==> src/rtl/intr_ctrl_if.sv <==
// CPU-side and memory-mapped signals of the interrupt controller, bundled
// so the CPU model / bus master and the controller share one connection.
interface intr_ctrl_if;
    logic        CSR_MSTATUS_MIE;
    logic        INSTR_BOUNDARY;
    logic        MRET_EXEC;
    logic        MM_WE;
    logic [1:0]  MM_ADDR;
    logic [31:0] MM_WD;
    logic [31:0] MM_RD;
    logic        INT_REQ;
    logic        INT_TAKEN;
    logic [3:0]  INT_CAUSE;

    // CPU / bus side: drives enables, boundary, mret and register writes.
    modport master (
        output CSR_MSTATUS_MIE, INSTR_BOUNDARY, MRET_EXEC,
        output MM_WE, MM_ADDR, MM_WD,
        input  MM_RD, INT_REQ, INT_TAKEN, INT_CAUSE
    );

    // Controller side.
    modport slave (
        input  CSR_MSTATUS_MIE, INSTR_BOUNDARY, MRET_EXEC,
        input  MM_WE, MM_ADDR, MM_WD,
        output MM_RD, INT_REQ, INT_TAKEN, INT_CAUSE
    );
endinterface

==> src/rtl/intr_ctrl.sv <==
// Interrupt controller for the OTTER CSR unit: synchronizes and edge-detects
// external IRQ lines, latches them as pending, masks them, and sequences
// interrupt entry (INT_TAKEN pulse) and exit (MRET_EXEC).
//
// Handshake: INT_REQ acts as "valid" and INSTR_BOUNDARY as "ready". An
// interrupt is accepted on the rising CLK edge where both are high; the
// CAUSE is latched and the pending bit cleared on that same edge. INT_REQ
// stays low from acceptance until MRET_EXEC is seen in SERVICE.
module intr_ctrl #(
    parameter int NUM_SRC     = 8,
    parameter int SYNC_STAGES = 2
) (
    input  logic               CLK,
    input  logic               RST,
    input  logic [NUM_SRC-1:0] IRQ_IN,
    intr_ctrl_if.slave         bus,
    output logic [1:0]         DBG_STATE
);

    typedef enum logic [1:0] {
        IDLE    = 2'd0,
        TAKE    = 2'd1,
        SERVICE = 2'd2
    } state_t;

    state_t             state_q, state_d;
    logic [NUM_SRC-1:0] sync_q [SYNC_STAGES];
    logic [NUM_SRC-1:0] prev_q;
    logic [NUM_SRC-1:0] irq_edge;
    logic [NUM_SRC-1:0] mask_q;
    logic [NUM_SRC-1:0] pend_q, pend_d;
    logic [NUM_SRC-1:0] active;
    logic [NUM_SRC-1:0] sel_oh;
    logic [3:0]         sel;
    logic [3:0]         cause_q;
    logic               take;
    logic               unused_wd;

    assign irq_edge  = sync_q[SYNC_STAGES-1] & ~prev_q;
    assign active    = pend_q & mask_q;
    // Isolate the lowest set bit: lowest index has the highest priority.
    assign sel_oh    = active & (~active + 1'b1);
    assign take      = bus.INT_REQ & bus.INSTR_BOUNDARY;
    assign unused_wd = ^bus.MM_WD;

    assign bus.INT_REQ   = (state_q == IDLE) & (|active) & bus.CSR_MSTATUS_MIE;
    assign bus.INT_TAKEN = (state_q == TAKE);
    assign bus.INT_CAUSE = cause_q;
    assign DBG_STATE     = state_q;

    // Binary index of the highest-priority (lowest-numbered) active source.
    always_comb begin
        sel = '0;
        for (int i = NUM_SRC - 1; i >= 0; i--) begin
            if (active[i]) sel = 4'(i);
        end
    end

    // Multi-stage synchronizer per line plus one delay stage for edge detect.
    always_ff @(posedge CLK) begin
        if (RST) begin
            for (int i = 0; i < SYNC_STAGES; i++) sync_q[i] <= '0;
            prev_q <= '0;
        end else begin
            sync_q[0] <= IRQ_IN;
            for (int i = 1; i < SYNC_STAGES; i++) sync_q[i] <= sync_q[i-1];
            prev_q <= sync_q[SYNC_STAGES-1];
        end
    end

    // Pending update: take-clear and W1C first, then a new edge wins.
    always_comb begin
        pend_d = pend_q;
        if (take) pend_d = pend_d & ~sel_oh;
        if (bus.MM_WE && bus.MM_ADDR == 2'd1) pend_d = pend_d & ~bus.MM_WD[NUM_SRC-1:0];
        pend_d = pend_d | irq_edge;
    end

    // Pending, mask and cause registers.
    always_ff @(posedge CLK) begin
        if (RST) begin
            pend_q  <= '0;
            mask_q  <= '0;
            cause_q <= '0;
        end else begin
            pend_q <= pend_d;
            if (bus.MM_WE && bus.MM_ADDR == 2'd0) mask_q <= bus.MM_WD[NUM_SRC-1:0];
            // sel comes from the pre-write mask, so a same-cycle MASK write
            // cannot alter the cause being latched.
            if (take) cause_q <= sel;
        end
    end

    // State register.
    always_ff @(posedge CLK) begin
        if (RST) state_q <= IDLE;
        else     state_q <= state_d;
    end

    // Next-state: accept in IDLE, pulse once in TAKE, wait for mret in SERVICE.
    always_comb begin
        state_d = state_q;
        case (state_q)
            IDLE:    if (take) state_d = TAKE;
            TAKE:    state_d = SERVICE;
            SERVICE: if (bus.MRET_EXEC) state_d = IDLE;
            default: state_d = IDLE;
        endcase
    end

    // Memory-mapped read mux.
    always_comb begin
        bus.MM_RD = '0;
        case (bus.MM_ADDR)
            2'd0: bus.MM_RD = 32'(mask_q);
            2'd1: bus.MM_RD = 32'(pend_q);
            2'd2: bus.MM_RD = {28'b0, cause_q};
            2'd3: bus.MM_RD = {30'b0, state_q == SERVICE, |active};
            default: bus.MM_RD = '0;
        endcase
    end

endmodule

==> src/flat_wrapper.sv <==
// flat-port wrapper written by rule: the top's interface ports become plain ports
module intr_ctrl_flat 
#(
    parameter int NUM_SRC     = 8,
    parameter int SYNC_STAGES = 2
)
  (CLK, RST, IRQ_IN, DBG_STATE, bus_CSR_MSTATUS_MIE, bus_INSTR_BOUNDARY, bus_MRET_EXEC, bus_MM_WE, bus_MM_ADDR, bus_MM_WD, bus_MM_RD, bus_INT_REQ, bus_INT_TAKEN, bus_INT_CAUSE);
  intr_ctrl_if bus_i ();
  input  logic CLK;
  input  logic RST;
  input  logic [NUM_SRC-1:0] IRQ_IN;
  output logic [1:0] DBG_STATE;
  input wire logic [$bits(bus_i.CSR_MSTATUS_MIE)-1:0] bus_CSR_MSTATUS_MIE;
  input wire logic [$bits(bus_i.INSTR_BOUNDARY)-1:0] bus_INSTR_BOUNDARY;
  input wire logic [$bits(bus_i.MRET_EXEC)-1:0] bus_MRET_EXEC;
  input wire logic [$bits(bus_i.MM_WE)-1:0] bus_MM_WE;
  input wire logic [$bits(bus_i.MM_ADDR)-1:0] bus_MM_ADDR;
  input wire logic [$bits(bus_i.MM_WD)-1:0] bus_MM_WD;
  output wire logic [$bits(bus_i.MM_RD)-1:0] bus_MM_RD;
  output wire logic [$bits(bus_i.INT_REQ)-1:0] bus_INT_REQ;
  output wire logic [$bits(bus_i.INT_TAKEN)-1:0] bus_INT_TAKEN;
  output wire logic [$bits(bus_i.INT_CAUSE)-1:0] bus_INT_CAUSE;
  assign bus_i.CSR_MSTATUS_MIE = bus_CSR_MSTATUS_MIE;
  assign bus_i.INSTR_BOUNDARY = bus_INSTR_BOUNDARY;
  assign bus_i.MRET_EXEC = bus_MRET_EXEC;
  assign bus_i.MM_WE = bus_MM_WE;
  assign bus_i.MM_ADDR = bus_MM_ADDR;
  assign bus_i.MM_WD = bus_MM_WD;
  assign bus_MM_RD = bus_i.MM_RD;
  assign bus_INT_REQ = bus_i.INT_REQ;
  assign bus_INT_TAKEN = bus_i.INT_TAKEN;
  assign bus_INT_CAUSE = bus_i.INT_CAUSE;
  intr_ctrl #(.NUM_SRC(NUM_SRC), .SYNC_STAGES(SYNC_STAGES)) u_core (.CLK(CLK), .RST(RST), .IRQ_IN(IRQ_IN), .bus(bus_i), .DBG_STATE(DBG_STATE));
endmodule
==> config.mk <==
export PLATFORM = sky130hd
export DESIGN_NAME = intr_ctrl_flat
export DESIGN_NICKNAME = d
export VERILOG_FILES = /design/src/rtl/intr_ctrl_if.sv /design/src/rtl/intr_ctrl.sv /design/src/flat_wrapper.sv
export SDC_FILE = /design/constraint.sdc
export NUM_CORES = 1
export LEC_CHECK = 0
export BUFFER_PORTS_ARGS = -buffer_cell sky130_fd_sc_hd__buf_2
export CAP_MARGIN = 20
export CORE_ASPECT_RATIO = 1.75
export CORE_MARGIN = 2
export CORE_UTILIZATION = 50
export CTS_BUF_LIST = sky130_fd_sc_hd__clkbuf_8
export DETAILED_ROUTE_END_ITERATION = 8
export MAX_ROUTING_LAYER = met4
export PLACE_DENSITY = 0.84
export SLEW_MARGIN = 30
export SYNTH_ARGS = -nofsm -noshare
export SYNTH_HDL_FRONTEND = slang
export SYNTH_SLANG_ARGS = --single-unit
==> constraint.sdc <==
create_clock -name CLK -period 2.69 [get_ports CLK]
set_input_delay 0.1345 -clock CLK [delete_from_list [all_inputs] [get_ports CLK]]
set_output_delay 0.1345 -clock CLK [all_outputs]
set_load 0.05 [all_outputs]
==> metrics.csv <==
metric;value;unit
portBuffers;38;
drv_slew;0;
num-nets-final;305;
syn_inst;220;
tightest_slew;0.5532;ns
yosys-top-cells-area;dfxtp_1, buf_4, nor2b_1;
hp-class;in2reg;
grt_pass1_wl;5644;um
num_vias;1562;
ff2ff_path_depth;4;
async_flop_share;0;
clkTransAtPathRegs;0.08;ns
worstSetupStartpointType;register;
yosys.area.top_type;dfxtp_1;
dieWidth;52.12;um
power_density;618.9;mW/mm2
critPathKind;reg2out;
post_cts_buffers;0;
final_hold_viol_count;0;
synth_flop_cell;dfxtp_1;
ctsHtreeMaxLevel;2;
slew_headroom;0.6264;
ctsResizeCount;0;
start_util;0.5239;
grt_usage;0.1724;
finalCritPeriodShare;0.7514;
die_area;0.004597;mm2
post-route-min-period;2.021;ns
wl;3731;um
clock_skew;0.007479;ns
drc_errors;0;
worstPathRequired;2.56;ns
hpwlAfterDp;2793;um
worstHoldStart;IRQ_IN[6];
power.leakage;0.9918;nW
cts_tree;done;
setup_viol;0;
synth_top_cell_area_share;0.4447;
tns;0;ns
gp_congestion;0.7826;
fp.dieH;88.20;um
worstSkewPairLatency;0.29;ns
ys_seq_area_frac;0.4447;
yosysWarnings;0;
cts-root-buf;clkbuf_8;
postSynthAreaPerCell;9.208;um2
max-vdd-ir-drop;0.5015;mV
cts_made_buffers;5;
grt_antenna_before_repair;0;
clock_sinks;45;
coreArea;0.003866;mm2
layout-drive-gt1-share;0.1938;
synth_most_common_cell;dfxtp_1;
first_pass_iters;4;
nFillCells;352;
status;complete, no violations;
maxCapViolations;0;
r2r_slack;0.87;ns
hold_path_depth;2;
place_area;0.002158;mm2
ys_top_cells_by_count;dfxtp_1, nor2b_1, buf_4;
synthToLayoutAreaGrowth;12.29;%
worstPathArrival;1.89;ns
end_kind;primary output;
drtAntennaViolNets;0;
rsz0062_at_grt;no;
syn_area;0.002026;mm2
grt_overflow;0;
ios;88;
drtIter0Drc;27;
viasPerCell;5.105;
final_area;0.002275;mm2
ys_ff_latch;45;
clk_path_buf_depth;2;
grt_pass1_vias;1331;
ys_types;40;
total_power;1.408;mW
num_antenna_cells;0;
routedWlPerCell;12.19;um
rows;30;
synth_edf_count;0;
r2r-end;u_core.pend_q[2]$_SDFF_PP0_;
grt_start_max_net_pins;37;
clock.fmax;494.8;MHz
whs;0.05089;ns
rr_startpoint;u_core.DBG_STATE[0]$_SDFFE_PP0P_;
hold_buffers;0;
cp_max_fo;6;
whs_endpoint;u_core.sync_q[0][6]$_SDFF_PP0_;
==> worst max-delay path, cell delays in order, from the launching register on <==
cell and delay, ns:
dfxtp_1 0.34, a22oi_1 0.46, and4_1 0.38, a21o_1 0.14, o21ai_0 0.06, buf_2 0.22
==> worst max path at each step <==
stage / start / endpoint / slack, ns / cells past startpoint
global route: u_core.pend_q[6]$_SDFF_PP0_ / bus_MM_RD[0] / 0.56 / 5
detailed placement: u_core.DBG_STATE[0]$_SDFFE_PP0P_ / u_core.pend_q[7]$_SDFF_PP0_ / 0.89 / 4
finish: u_core.pend_q[6]$_SDFF_PP0_ / bus_MM_RD[0] / 0.67 / 5
floorplan: u_core.pend_q[4]$_SDFF_PP0_ / bus_INT_REQ / 0.19 / 3
CTS: u_core.pend_q[6]$_SDFF_PP0_ / bus_MM_RD[0] / 0.66 / 5
global placement: u_core.DBG_STATE[0]$_SDFFE_PP0P_ / u_core.pend_q[7]$_SDFF_PP0_ / 0.89 / 4
==> through the flow <==
step           cells  setup WS, ns  utilization
2_1_floorplan    244        0.1855            -
3_3_place_gp     298        0.8862       0.5583
3_5_place_dp     298        0.8902       0.5583
4_1_cts          306        0.6595       0.5884
5_1_grt          306        0.5600       0.5884
6_report         306        0.6689       0.5884
==> layout by cell type (no fill, tap or decap), types with 3 or more instances in the layout <==
master,n
mux2i_1,13
o2bb2ai_1,4
dfxtp_1,45
o21ai_0,3
inv_1,9
nand3_1,6
a22oi_1,3
clkbuf_8,6
a41o_1,3
nor2b_1,28
nand2_1,18
conb_1,25
buf_2,38
a21oi_1,6
nor2_1,18
==> cell type report <==
type                            instances  area, um2  share of cell area
Clock buffer                            6      82.58             0.03630
Clock inverter                          2      33.78             0.01485
Inverter                                9      33.78             0.01485
Multi-Input combinational cell        156      958.4              0.4213
Sequential cell                        45      900.9              0.3960
Tap cell                               48      60.06             0.02640
Timing Repair Buffer                   40      205.2             0.09021
==> cells by family after synthesis <==
| group | count (synthesis) | synth area share |
|---|---|---|
| compound gates | 31 | 0.1143 |
| simple gates | 86 | 0.2372 |
| flops | 45 | 0.4447 |
| other cells | 1 | 0.001851 |
| buf+inv | 43 | 0.1266 |
| mux | 14 | 0.07535 |
==> where the power goes <==
group	switching (mW)	internal, mW	leakage [nW]
Sequential	0.0158	0.691	0.368
Combinational	0.145	0.0479	0.561
Clock	0.209	0.299	0.0626
==> flip-flops by register name, indices dropped and copies added, names as in the netlist <==
signal / count
u_core.DBG_STATE: 2
u_core.bus.INT_CAUSE: 3
u_core.mask_q: 8
u_core.pend_q: 8
u_core.prev_q: 8
u_core.sync_q: 16
==> layer usage <==
layer	global-route usage	wire, um	part of all wire
met1	0.1552	1381	0.37
met2	0.3211	2019	0.54
met3	0.03242	222	0.060
met4	0.09809	108	0.029
met5	-	0	0
Note: power is estimated with default switching activity, not from simulation.
